`config.mk`:
```
export PLATFORM = sky130hd
export DESIGN_NAME = vga_timing_gen
export DESIGN_NICKNAME = d
export VERILOG_FILES = /design/src/rtl/vga_timing_gen.sv
export SDC_FILE = /design/constraint.sdc
export NUM_CORES = 1
export LEC_CHECK = 0
export ABC_AREA = 1
export CORE_AREA = 8 8 95 97
export CTS_CLUSTER_DIAMETER = 120
export DETAILED_ROUTE_END_ITERATION = 10
export DIE_AREA = 0 0 103 105
export SLEW_MARGIN = 20
export SYNTH_ARGS = -nofsm -noshare
export SYNTH_HDL_FRONTEND = slang
export SYNTH_SLANG_ARGS = --single-unit
export TNS_END_PERCENT = 20
```
`constraint.sdc`:
```
create_clock -name vga_clk -period 4.18 [get_ports vga_clk]
set_input_delay 0.836 -clock vga_clk [delete_from_list [all_inputs] [get_ports vga_clk]]
set_output_delay 0.836 -clock vga_clk [all_outputs]
set_load 0.005 [all_outputs]
```
`src/rtl/vga_timing_gen.sv`:
```
// 640x480@60 raster timing: pixel/line counters, registered active-video and sync decodes,
// sync outputs delayed to line up with the mappers' registered colour, plus frame strobe/counter.
module vga_timing_gen #(
    parameter int H_ACTIVE   = 640,
    parameter int H_FP       = 16,
    parameter int H_SYNC     = 96,
    parameter int H_BP       = 48,
    parameter int V_ACTIVE   = 480,
    parameter int V_FP       = 10,
    parameter int V_SYNC     = 2,
    parameter int V_BP       = 33,
    parameter int SYNC_DELAY = 2
) (
    input  logic        vga_clk,
    input  logic        reset_n,
    output logic [9:0]  DrawX,
    output logic [9:0]  DrawY,
    output logic        blank,
    output logic        hs,
    output logic        vs,
    output logic        frame_start,
    output logic [15:0] frame_count
);

    localparam logic [9:0] H_LAST = 10'(H_ACTIVE + H_FP + H_SYNC + H_BP - 1);
    localparam logic [9:0] V_LAST = 10'(V_ACTIVE + V_FP + V_SYNC + V_BP - 1);
    localparam logic [9:0] H_VIS  = 10'(H_ACTIVE);
    localparam logic [9:0] V_VIS  = 10'(V_ACTIVE);
    localparam logic [9:0] HS_BEG = 10'(H_ACTIVE + H_FP);
    localparam logic [9:0] HS_END = 10'(H_ACTIVE + H_FP + H_SYNC);
    localparam logic [9:0] VS_BEG = 10'(V_ACTIVE + V_FP);
    localparam logic [9:0] VS_END = 10'(V_ACTIVE + V_FP + V_SYNC);

    logic [9:0] x_next;
    logic [9:0] y_next;
    logic       blank_next;
    logic       hs_next;
    logic       vs_next;
    logic       frame_next;
    logic       hs_raw;
    logic       vs_raw;

    always_comb begin
        x_next = DrawX + 10'd1;
        y_next = DrawY;
        if (DrawX == H_LAST) begin
            x_next = '0;
            y_next = (DrawY == V_LAST) ? '0 : DrawY + 10'd1;
        end
    end

    // Decodes look at the next counter values so the registered flags line up with DrawX/DrawY.
    assign blank_next = (x_next < H_VIS) && (y_next < V_VIS);
    assign hs_next    = !((x_next >= HS_BEG) && (x_next < HS_END));
    assign vs_next    = !((y_next >= VS_BEG) && (y_next < VS_END));
    assign frame_next = (x_next == '0) && (y_next == '0);

    // Stage 0: counters and decodes
    always_ff @(posedge vga_clk or negedge reset_n) begin
        if (!reset_n) begin
            DrawX       <= '0;
            DrawY       <= '0;
            blank       <= 1'b0;
            hs_raw      <= 1'b1;
            vs_raw      <= 1'b1;
            frame_start <= 1'b0;
            frame_count <= '0;
        end else begin
            DrawX       <= x_next;
            DrawY       <= y_next;
            blank       <= blank_next;
            hs_raw      <= hs_next;
            vs_raw      <= vs_next;
            frame_start <= frame_next;
            if (frame_next) begin
                frame_count <= frame_count + 16'd1;
            end
        end
    end

    // Stage 1..SYNC_DELAY: sync delay line
    generate
        if (SYNC_DELAY == 0) begin : g_no_delay
            assign hs = hs_raw;
            assign vs = vs_raw;
        end else begin : g_delay
            logic [SYNC_DELAY-1:0] hs_p;
            logic [SYNC_DELAY-1:0] vs_p;

            always_ff @(posedge vga_clk or negedge reset_n) begin
                if (!reset_n) begin
                    hs_p <= '1;
                    vs_p <= '1;
                end else begin
                    hs_p[0] <= hs_raw;
                    vs_p[0] <= vs_raw;
                    for (int i = 1; i < SYNC_DELAY; i++) begin
                        hs_p[i] <= hs_p[i-1];
                        vs_p[i] <= vs_p[i-1];
                    end
                end
            end

            assign hs = hs_p[SYNC_DELAY-1];
            assign vs = vs_p[SYNC_DELAY-1];
        end
    endgenerate

endmodule
```
==> summary.txt <==
Synthesis
  – Synth Area in XOR/XNOR: 4.43%
  – Main area contributors after synthesis: dfrtp_1 37%, nand2_1 17%, inv_1 7.0%
  – Syn_nets: 344
  – Number of synthesized flops with an enable pin: 0
  – Mux share of post-synthesis cell area: 0%
  – Top post-synthesis cells by count: 116 x nand2_1, 48 x inv_1, 38 x dfrtp_1
  – Post-synthesis sequential area ratio: 43.1%
  – Adder-Cell Fraction of Synth Area: 2.43%
  – Most numerous cell in the Yosys netlist: nand2_1
  – Synth top area share: 37.0%
  – Syn Std Cell Area: 0.00257 mm2
  – Main flop type after synthesis: dfrtp_1
  – Synth area leader: dfrtp_1
  – Fraction of registers with async set/reset: 100%
  – Synth cell types: 28
  – Synth warn: 0
  – Simple-gate share of the synthesized area: 38.2%
  – Largest family of logic cells by synthesized area: simple AND/OR/NAND/NOR gates
  – #FFs+latches synth: 44
  – Synth Area in Compound Gates: 2.68%
  – Syn Inst Count: 337
  – Avg Cell Area, Syn: 7.63 um2

Timing
  – RSZ-0062 raised after global routing: no
  – F_max: 383 MHz
  – Fin. Hold Viols: 0
  – WHS: 0.357 ns
  – TNS Setup: 0 ns
  – Final Slew Violations: 0
  – Worst-margin pin slew: 0.546 ns
  – Final clock skew: 0.0122 ns
  – Crit share post-route: 62.4%
  – Relative slew slack: 63.6%
  – Final WS setup: 1.57 ns
  – # setup viols final: 0
  – Period minus WS final: 2.61 ns

CTS
  – Hold Buf Count CTS: 0
  – Resized Gates After CTS: 0
  – Root Buffer: clkbuf_8
  – H-tree depth: 2
  – Worst-skew pair later-pin latency: 0.29 ns
  – Clk slew on worst S/H paths: 0.08 ns
  – CTS Buf Count: 5
  – Setup repair bufs after CTS: 0
  – Max clock buf depth: 2
  – Clk sinks: 44
  – CTS tree: built

Setup path
  – Required @ worst endpoint: 4.37 ns
  – Cell mode on critical path: nand2_1
  – Worst path cell trace: ha_1 -> nand2_2 -> nor2_8 -> nand3_4 -> inv_2 -> nand2_1 -> nand2_1 -> nand3_1 -> nor2_4 -> nand3_4 -> nand2_1 -> nand2_1
  – Buffers and inverters on the worst path: 1
  – Worst R2R Start: DrawX[0]
  – Critical path launch point type: register
  – Worst-path fanout max: 17
  – Crit path kind: register to register
  – Worst Setup SP: DrawX[0]
  – Crit path capture type: register
  – Crit-path slowest cell: dfrtp_1
  – CP delay by family, top: simple AND/OR/NAND/NOR gates
  – Arrival time worst endpoint: 2.80 ns
  – CP peak stage delay: 0.44 ns

GRT
  – Gr usage total: 12.1%
  – Vias in the first global route: 2,179
  – Largest net degree at the start of global routing: 45
  – Grt ovf: 0
  – Initial antenna violation count: 0
  – First-pass GRT wire length: 10.6 mm

Worst hold path
  – Hold WC Path Type: register to register
  – Hold Startpoint: g_delay.hs_p[0]

Routing
  – DR top layer: met4
  – Via count: 2,259
  – DR pass1 iterations: 4
  – Met3 wire len: 258 um
  – Met1 Wirelength: 2.83 mm
  – Total Wirelength: 6.16 mm
  – DRC Markers: 0
  – DR vias/cell: 4.68
  – First DRT Iteration DRCs: 113
  – Met2 WL: 2.99 mm
  – Average routed wire per standard cell: 12.8 um
  – Detail Route Antenna Nets: 0

Placement
  – Placed Area: 0.00306 mm2
  – Cell Count Post-Placement: 475
  – DP HPWL: 4.59 mm
  – Port-buffer cells: 41
  – Placer Congestion: 0.800
  – Post-place setup slack: 1.59 ns

Pwr
  – Total power: 752 uW
  – Maximum vdd drop: 0.0914 mV
  – Leak pwr: 1.60 nW
  – Pwr/cell area: 237 mW/mm2

Floorplanning
  – Die area: 0.0108 mm2
  – Initial core utilization: 34.2%
  – Die width: 103 um
  – Cell row count: 32
  – Ports: 42
  – Chip height: 105 um
  – Core Box Area: 0.00753 mm2

Cells and area
  – N_diodes: 0
  – Layout Cells excl Fill: 483
  – Layout cells sized above 1: 7.87%
  – Final nets: 387
  – Fin util: 42.1%
  – Fin area: 0.00317 mm2
  – Area grow syn2layout: 23.2%

Status
  – Status: finished, final reports clean

Run
  – Maxcap violations: 0
-- area by class of cell --
cell class / count / area [um2]
inverters: 51 / 191
well taps: 102 / 128
multi-input cells: 237 / 1230
repair buffers: 41 / 408
flip-flops and latches: 44 / 1110
clock buffers: 6 / 72.6
clock inverters: 2 / 35.0
fillers: 800 / 4360
-- worst reg2reg max path, cell delays in order, from the launching register on --
cell and delay [ns]:
dfrtp_1 0.44, ha_1 0.23, nand2_2 0.12, nor2_8 0.19
nand3_4 0.20, inv_2 0.18, nand2_1 0.07, nand2_1 0.10
nand3_1 0.15, nor2_4 0.38, nand3_4 0.27, nand2_1 0.13
nand2_1 0.06
-- final timing paths --
| kind | to | slack, ns | cells past startpoint |
|---|---|---|---|
| min in group asynchronous | frame_count[0] | 0.52 | 1 |
| worst min register to register | g_delay.hs_p[1] | 0.36 | 0 |
| worst max-delay path | frame_count[2] | 1.57 | 12 |
| worst max register to register | frame_count[2] | 1.57 | 12 |
| worst min-delay path | g_delay.hs_p[1] | 0.36 | 0 |
| max in group asynchronous | hs_raw | 3.26 | 1 |
-- layer usage --
layer	up-vias	track usage, %
li1	1157	-
met1	1054	15.0
met2	41	20.4
met3	7	1.92
met4	0	4.24
met5	-	0
-- where the power goes --
part	switching (mW)	total [mW]	internal, mW
sequential	0	0.426	0.426
combinational	0.00777	0.00839	0.000619
clock	0.141	0.318	0.177
-- cell usage in the layout (no fill, tap or decap), types with 2 or more instances in the layout --
cell,Yosys,layout
nor2_4,4,4
o21bai_1,2,2
xnor2_1,8,8
inv_1,48,48
nand3_4,2,2
nand4_1,24,24
inv_2,2,2
nand3_1,26,26
xor2_1,5,5
dfrtp_1,38,38
clkbuf_8,0,5
nand2_1,116,116
dfstp_2,6,6
ha_1,5,5
o21ai_0,3,3
nor3_1,4,4
nor2_1,23,23
nand2_2,5,5
clkdlybuf4s50_1,0,40
nor4_1,3,3
-- logic make-up (layout without fill, tap and decap cells) --
family                   count (synthesis)  in the layout
XOR/XNOR                                13             13
adder cells (fa/ha/maj)                  5              5
AND/OR/NAND/NOR                        209            209
AO/OA/AOI/OAI                           10             10
flip-flops                              44             44
buffers and inverters                   56            100
-- flip-flops by register name (all words and copies together) (netlist names) --
register	flops
g_delay.hs_p	2
vs_raw	1
blank	1
DrawY	10
g_delay.vs_p	2
hs_raw	1
frame_count	16
frame_start	1
DrawX	10
(Power assumes the default switching activity.)
